$ cat src/rtl/fetch_stage.sv
// fetch_stage: instruction fetch for the RV32E pipeline.
// Owns the PC and keeps at most one word read outstanding to instruction memory. Each
// response becomes a {pc, instr, fault} entry on a ready/valid output port. A one-entry hold
// register catches a response that arrives while the output register is still occupied, so
// backpressure never drops an instruction. Redirects from execute flush the output, the hold
// entry and any in-flight response.
//
// Ports:
//   clock, nreset                   rising-edge clock, asynchronous active-low reset
//   redirect_valid, redirect_pc     PC change request from execute (pc bits [1:0] ignored)
//   mem_req_valid/ready/addr        word read request to instruction memory
//   mem_rsp_valid/data/error        read response (never stalled), error marks an access fault
//   down_valid/ready                output handshake towards decode
//   down_pc, down_instr, down_fault output entry (instr forced to 0 on a fault)
module fetch_stage #(
  parameter logic [31:0] RESET_PC = 32'h0000_0000
) (
  input  logic        clock,
  input  logic        nreset,
  input  logic        redirect_valid,
  input  logic [31:0] redirect_pc,
  output logic        mem_req_valid,
  input  logic        mem_req_ready,
  output logic [31:0] mem_req_addr,
  input  logic        mem_rsp_valid,
  input  logic [31:0] mem_rsp_data,
  input  logic        mem_rsp_error,
  output logic        down_valid,
  input  logic        down_ready,
  output logic [31:0] down_pc,
  output logic [31:0] down_instr,
  output logic        down_fault
);

  localparam logic [2:0] StRequest = 3'd0;
  localparam logic [2:0] StWait    = 3'd1;
  localparam logic [2:0] StHold    = 3'd2;
  localparam logic [2:0] StDrain   = 3'd3;
  localparam logic [2:0] StHalt    = 3'd4;

  logic [2:0]  state_q, state_d;
  logic [31:0] pc_q, pc_d;
  logic [31:0] req_pc_q, req_pc_d;

  logic        out_valid_q, out_valid_d;
  logic [31:0] out_pc_q, out_pc_d;
  logic [31:0] out_instr_q, out_instr_d;
  logic        out_fault_q, out_fault_d;

  logic        hold_valid_q, hold_valid_d;
  logic [31:0] hold_pc_q, hold_pc_d;
  logic [31:0] hold_instr_q, hold_instr_d;
  logic        hold_fault_q, hold_fault_d;

  logic        slot_free;
  logic [31:0] rsp_instr;

  assign slot_free = !out_valid_q || down_ready;
  assign rsp_instr = mem_rsp_error ? 32'h0 : mem_rsp_data;

  always_comb begin
    state_d      = state_q;
    pc_d         = pc_q;
    req_pc_d     = req_pc_q;
    out_valid_d  = out_valid_q;
    out_pc_d     = out_pc_q;
    out_instr_d  = out_instr_q;
    out_fault_d  = out_fault_q;
    hold_valid_d = hold_valid_q;
    hold_pc_d    = hold_pc_q;
    hold_instr_d = hold_instr_q;
    hold_fault_d = hold_fault_q;

    if (out_valid_q && down_ready) begin
      out_valid_d = 1'b0;
    end

    if (redirect_valid) begin
      pc_d         = redirect_pc & ~32'h3;
      out_valid_d  = 1'b0;
      hold_valid_d = 1'b0;
      // A request accepted or still in flight must have its response swallowed in StDrain.
      case (state_q)
        StRequest: state_d = mem_req_ready ? StDrain : StRequest;
        StWait:    state_d = mem_rsp_valid ? StRequest : StDrain;
        StDrain:   state_d = mem_rsp_valid ? StRequest : StDrain;
        default:   state_d = StRequest;
      endcase
    end else begin
      case (state_q)
        StRequest: begin
          if (mem_req_ready) begin
            req_pc_d = pc_q;
            state_d  = StWait;
          end
        end
        StWait: begin
          if (mem_rsp_valid) begin
            pc_d = req_pc_q + 32'd4;
            if (slot_free) begin
              out_valid_d = 1'b1;
              out_pc_d    = req_pc_q;
              out_instr_d = rsp_instr;
              out_fault_d = mem_rsp_error;
              state_d     = mem_rsp_error ? StHalt : StRequest;
            end else begin
              // A held fault still halts, once it has moved to the output in StHold.
              hold_valid_d = 1'b1;
              hold_pc_d    = req_pc_q;
              hold_instr_d = rsp_instr;
              hold_fault_d = mem_rsp_error;
              state_d      = StHold;
            end
          end
        end
        StHold: begin
          if (down_ready && hold_valid_q) begin
            out_valid_d  = 1'b1;
            out_pc_d     = hold_pc_q;
            out_instr_d  = hold_instr_q;
            out_fault_d  = hold_fault_q;
            hold_valid_d = 1'b0;
            state_d      = hold_fault_q ? StHalt : StRequest;
          end
        end
        StDrain: begin
          if (mem_rsp_valid) begin
            state_d = StRequest;
          end
        end
        StHalt: begin
          state_d = StHalt;
        end
        default: state_d = StRequest;
      endcase
    end
  end

  always_ff @(posedge clock or negedge nreset) begin
    if (!nreset) begin
      state_q      <= StRequest;
      pc_q         <= RESET_PC;
      req_pc_q     <= 32'h0;
      out_valid_q  <= 1'b0;
      out_pc_q     <= 32'h0;
      out_instr_q  <= 32'h0;
      out_fault_q  <= 1'b0;
      hold_valid_q <= 1'b0;
      hold_pc_q    <= 32'h0;
      hold_instr_q <= 32'h0;
      hold_fault_q <= 1'b0;
    end else begin
      state_q      <= state_d;
      pc_q         <= pc_d;
      req_pc_q     <= req_pc_d;
      out_valid_q  <= out_valid_d;
      out_pc_q     <= out_pc_d;
      out_instr_q  <= out_instr_d;
      out_fault_q  <= out_fault_d;
      hold_valid_q <= hold_valid_d;
      hold_pc_q    <= hold_pc_d;
      hold_instr_q <= hold_instr_d;
      hold_fault_q <= hold_fault_d;
    end
  end

  // State resets to StRequest, so the request is gated while reset is held.
  assign mem_req_valid = nreset && (state_q == StRequest);
  assign mem_req_addr  = pc_q;

  assign down_valid = out_valid_q;
  assign down_pc    = out_pc_q;
  assign down_instr = out_instr_q;
  assign down_fault = out_fault_q;

endmodule

$ cat config.mk
export PLATFORM = sky130hd
export DESIGN_NAME = fetch_stage
export DESIGN_NICKNAME = d
export VERILOG_FILES = /design/src/rtl/fetch_stage.sv
export SDC_FILE = /design/constraint.sdc
export NUM_CORES = 1
export LEC_CHECK = 0
export CELL_PAD_IN_SITES_DETAIL_PLACEMENT = 0
export CELL_PAD_IN_SITES_GLOBAL_PLACEMENT = 1
export CORE_MARGIN = 2
export CORE_UTILIZATION = 40
export DETAILED_ROUTE_END_ITERATION = 10
export PLACE_DENSITY = 0.89
export SLEW_MARGIN = 10
export SYNTH_ARGS = -nofsm -noshare
export SYNTH_HDL_FRONTEND = slang
export SYNTH_SLANG_ARGS = --single-unit
$ cat constraint.sdc
create_clock -name clock -period 2.3 [get_ports clock]
set_input_delay 0.69 -clock clock [delete_from_list [all_inputs] [get_ports clock]]
set_output_delay 0.69 -clock clock [all_outputs]
set_load 0.02 [all_outputs]
# Yosys cells after proc, flatten, opt, wreduce, memory -nomap -nowiden
# Cells that the tools add are included.
totals:
  regBits: 199
  latch_bits: 0
  mem_bits_rw: 0
  romBits: 0
  input_bits: 71
  output_inout_bits: 99
  elab_cells: 82
  n_memories: 0
classes:
  addsub: 1
  n_mul: 0
  div_mod_pow: 0
  order_cmp: 0
  n_eq_ne: 12
  n_shift: 0
  muxes: 39
  n_bitwise: 2
  n_reduce_logical: 17
ops:
  columns: ["operator", "count"]
  rows:
  - ["32-bit two-way mux", 10]
  - ["32-bit case mux with 2 select lines", 2]
  - ["32-bit by 3-bit adder with 32-bit output (second input constant)", 1]
  - ["3-bit two-way mux", 8]
  - ["3-bit inequality test (second input constant)", 5]
  - ["3-bit case mux with 5 select lines", 1]
  - ["1-bit two-way mux", 12]
  - ["4-bit AND reduction", 3]
  - ["3-bit by 2-bit == test with 1-bit output (second input constant)", 2]
  - ["2-bit inequality test (second input constant)", 3]
  - ["1-bit case mux with 2 select lines", 3]
  - ["2-bit nonzero test", 3]
  - ["5-bit AND reduction", 1]
  - ["2-bit two-way mux", 2]
  - ["2-bit case mux with 2 select lines", 1]
  - ["3-bit by 1-bit == test with 1-bit output (second input constant)", 1]
  - ["3-bit == test (second input constant)", 1]
  - ["1-bit logical AND", 3]
  - ["3-bit logical NOT", 1]
  - ["3-bit AND reduction", 1]
  - ["3-bit nonzero test", 1]
  - ["1-bit inverter", 2]
  - ["2-bit AND reduction", 1]
  - ["2-bit OR reduction", 1]
  - ["2 further kinds", 2]

# Longest topological paths before layout
logic_depth:
  ltp_word: 6
  ltp_mapped: 8
  ltp_nobuf: 6

# Worst setup path before layout
# Ideal clock, no wire load.
synth_path:
  kind: "input-to-output"
  start: "in nreset"
  end: "out mem_req_valid"
  arrival_time_ns: 1.404
  required_time_ns: 1.610
  slack_ns: 0.206
  stages: 1
  n_path_buf: 0
  cell_sequence: "nor4b_1"
synth_via:
  elab_chain_len: 1
synth_rtl:
  columns: ["item", "line_no", "rtl"]
  rows:
  - ["from (decl)", "19", "input logic nreset,"]
  - ["1-bit logical AND", "168", "assign mem_req_valid = nreset && (state_q == StRequest);"]
  - ["to (decl)", "22", "output logic mem_req_valid,"]
# No other way between the ends.

# Final worst setup path
layout_path:
  start: "reg pc_q[31], in the netlist mem_req_addr[31]"
  end: "out mem_req_addr[31]"
layout_rtl:
  columns: ["item", "line_no", "rtl"]
  rows:
  - ["from (decl)", "42", "logic [31:0] pc_q, pc_d;"]
  - ["from (signal assigned)", "154", "pc_q <= pc_d;"]
  - ["to (decl)", "24", "output logic [31:0] mem_req_addr,"]
# No word-level cell between the ends.

==> impl_results.md <==
* Run status: completed
* Area of the mapped netlist at approximately 9000 um2
* Total vias in the final route at around 6700
* Cell count after synthesis at between 800 and 900
* Per-instance average area after synthesis at 10.3 um2
* Fillers at approximately 1900
* Power per Cell Area at around 1200 nW/um2
* TritonCTS clock tree: done
* Number of synthesized flops with an enable pin at 0
* Number of violations of the max-capacitance limit at 0
* Number of global-route vias before repair at ~6600
* PnR Total Power at roughly 14 mW
* Top area cells in the synthesized netlist: dfrtp_1, a21oi_1, mux2_2, nor2_1, mux2i_1
* Maximum frequency from static timing analysis at 466 MHz
* Final antenna-violating net count at 0
* Area share of the leading cell type in the synthesized netlist at 0.554
* Most frequently used flop master after synthesis: dfrtp_1
* DP Area at between 10000 and 15000 um2
* Synth-to-layout area growth at 31.2%
* DRC at 0
* Share of post-route cells with drive strength above 1 at 0.118
* Path type of the worst setup path: register to primary output
* Root buffer selected by CTS: clkbuf_16
* Number of synthesized register bits at between 150 and 200
* Worst hold slack after final layout at between 0.3 and 0.4 ns
* Initial standard-cell utilization of the core at 0.409
* Net count after synthesis at approximately 950
* Time the worst path needs with I/O delays and setup at between 2 and 2.5 ns
* Maximum cell stage delay along the critical path at approximately 0.67 ns
* Portion of the post-synthesis area used by sequential elements at 0.554
* Dominant delay contributor by cell family on the critical path: buffers and inverters
* CTS sink cnt at ~200
* Avg WL per Cell at between 15 and 20 um
* Source-to-sink clock delay at the later pin of the worst-skew pair at approximately 0.43 ns
* Count of warnings emitted by yosys at 0
* Final design area excluding fillers at 11800 um2
* Critical-path cell with the highest stage delay: clkdlybuf4s50_1
* Count of buffers inserted at the top-level ports at ~170
* Drt total wl at approximately 21000 um
* Number of optimization iterations in the first detailed-route pass at 5
* Grt ovf at 0
* Layout Skew at between 0.02 and 0.025 ns
* RSZ-0062 raised after global routing: no
* Largest net degree at the start of global routing at around 120
* Final setup violation count at 0
* Total number of H-tree levels at 4
* Maximum fanout count along the critical path at 3
* Leak at a little over 5 nW
* Area of the die at 23700 um2
* Setup slack after placement at -0.136 ns
* Initial antenna violation count at 1
* Launching element type of the critical path: register
* Worst-margin pin slew at between 0.6 and 0.7 ns
* Classification of the worst-slack hold path: primary input to async pin
* Final RePlAce weighted congestion at slightly below 0.8
* Global Route Usage Sum at 0.183
* Share of the cycle needed by the critical path after routing at 0.933
* Number of nets in the finished design at about 1100
* Top cell type by total area after synthesis: dfrtp_1
* Cts bufs inserted at 17
* Post-synthesis cell type count at 44
* Wire length of the first global-routing pass at about 35000 um
* Req. time, crit path at 1.61 ns
* # rows at 54
* Clock Pin Slew Worst Setup and Hold Paths at approximately 0.07 ns
* Slew headroom at 0.535
* Detailed placer's ending HPWL at roughly 14000 um
* Buf/Inv on CP at 1
* Max-slew violation count at 0
* Buffers from clock root to sink, at most at 2
* Violation count after the first detailed-route iteration at 362
* Endpoint kind of the worst setup timing path: primary output
* Number of placed I/O pins at 170
* Final critical-path setup slack at 0.154 ns
* Cell-by-cell trace of the critical path: clkdlybuf4s50_1
* Average vias per placed instance at 5.12
* Core outline area at ~22000 um2
* Die boundary width at 154 um
* Height of the chip at approximately 150 um
* Number of buffers inserted by hold repair at cts at 0
* Share of synthesized flip-flops with an asynchronous set or reset at 1.00
* Number of hold violations in the final report at 0
* Data arrival time of the worst path at approximately 1.5 ns
* Worst ir drop on vdd at 528 uV
stage by stage:
| step | setup TNS, ns | std cells | utilization |
|---|---|---|---|
| floorplan | 0 | 874 | - |
| global placement | -2.06 | 1285 | 0.507 |
| detailed placement | -3.57 | 1285 | 0.507 |
| CTS | 0 | 1317 | 0.536 |
| global route | 0 | 1317 | 0.537 |
| finish | 0 | 1319 | 0.537 |
Yosys cell counts (3+ instances only):
cell type	instances
a21oi_1	117
and3_1	7
and4_1	3
buf_1	4
buf_2	14
clkbuf_1	41
dfrtp_1	199
inv_1	4
mux2_1	17
mux2_2	44
mux2i_1	40
nand2_1	88
nand2b_1	36
nand3_1	8
nand4_1	7
nor2_1	117
nor2b_1	3
nor3_2	5
nor3b_1	4
o21ai_0	52
o221ai_1	12
xnor2_1	15
xor2_1	10
worst paths after layout:
check / start / slack [ns] / depth (start not counted) / endpoint
hold reg to reg: hold_pc_q[10] / 0.48 / 2 / hold_pc_q[10]
max in group asynchronous: nreset / 1.35 / 2 / mem_req_addr[2]
min in group clock: hold_pc_q[10] / 0.48 / 2 / hold_pc_q[10]
setup / recovery: mem_req_addr[31] / 0.15 / 1 / mem_req_addr[31]
hold / removal: nreset / 0.34 / 2 / hold_instr_q[14]
setup reg to reg: req_pc_q[5] / 0.27 / 5 / mem_req_addr[31]
repair_timing:
action                     CTS  global route
resized for setup            0             1
buffers inserted             0             0
setup endpoints to repair    0             1
where the power goes:
part | internal (mW) | switching (mW) | leakage, nW
clock network | 1.93 | 1.32 | 0.318
registers | 4.69 | 1.03 | 2.51
logic | 2.67 | 2.82 | 2.20
total | 9.29 | 5.17 | 5.03
cell type report:
class	instances	area [um2]	share of cell area
multi-input combinational	611	3780	0.320
clock inverter	12	185	0.0157
sequential	199	4980	0.422
timing repair buffer	191	2010	0.171
inverter	4	15.0	0.00127
tap	280	350	0.0297
antenna	2	5.00	0.000425
clock buffer	20	467	0.0396
cell families after synthesis:
| family | Yosys count | share of synthesized area |
|---|---|---|
| simple gates | 294 | 0.155 |
| flops | 199 | 0.554 |
| compound gates | 190 | 0.114 |
| mux | 101 | 0.121 |
| buf+inv | 64 | 0.0295 |
| xor+xnor | 25 | 0.0244 |
| fa+ha+maj | 1 | 0.00139 |
registers in the layout (all words and copies together) (netlist names):
register and cells:
down_fault 1, down_instr 32, down_pc 32, down_valid 1
hold_fault_q 1, hold_instr_q 32, hold_pc_q 32, hold_valid_q 1
mem_req_addr 32, req_pc_q 32, state_q 3
metal layers:
metal,up-vias,routed length (um),GRT usage
li1,3310,-,-
met1,3267,10400,0.258
met2,154,9680,0.295
met3,18,866,0.0355
met4,0,244,0.0449
met5,-,0,0
worst register-to-register path, stage by stage, from the launching register on:
cell and delay (ns):
dfrtp_1 0.53, nand4_4 0.15, or4_4 0.65, nor3_4 0.21, mux2i_1 0.21, o221ai_1 0.13
cell usage in the layout (no fill, tap or decap), types with 2 or more instances in the layout:
cell type / n
a21oi_1: 117
and3_1: 7
and4_1: 3
buf_12: 13
buf_4: 12
bufinv_16: 4
clkbuf_16: 17
clkbuf_8: 4
clkdlybuf4s50_1: 164
clkinv_4: 2
dfrtp_1: 199
diode_2: 2
inv_1: 4
inv_6: 4
mux2_1: 17
mux2_2: 44
mux2i_1: 40
nand2_1: 88
nand2b_1: 36
nand3_1: 7
nand3b_1: 2
nand4_1: 7
nor2_1: 115
nor2b_1: 3
nor3_1: 2
nor3_2: 5
nor3b_1: 4
nor4_2: 2
o21ai_0: 52
o21ai_1: 2
o221ai_1: 12
o221ai_2: 2
xnor2_1: 15
xor2_1: 10
No activity file was read; power rests on OpenSTA's default activity.
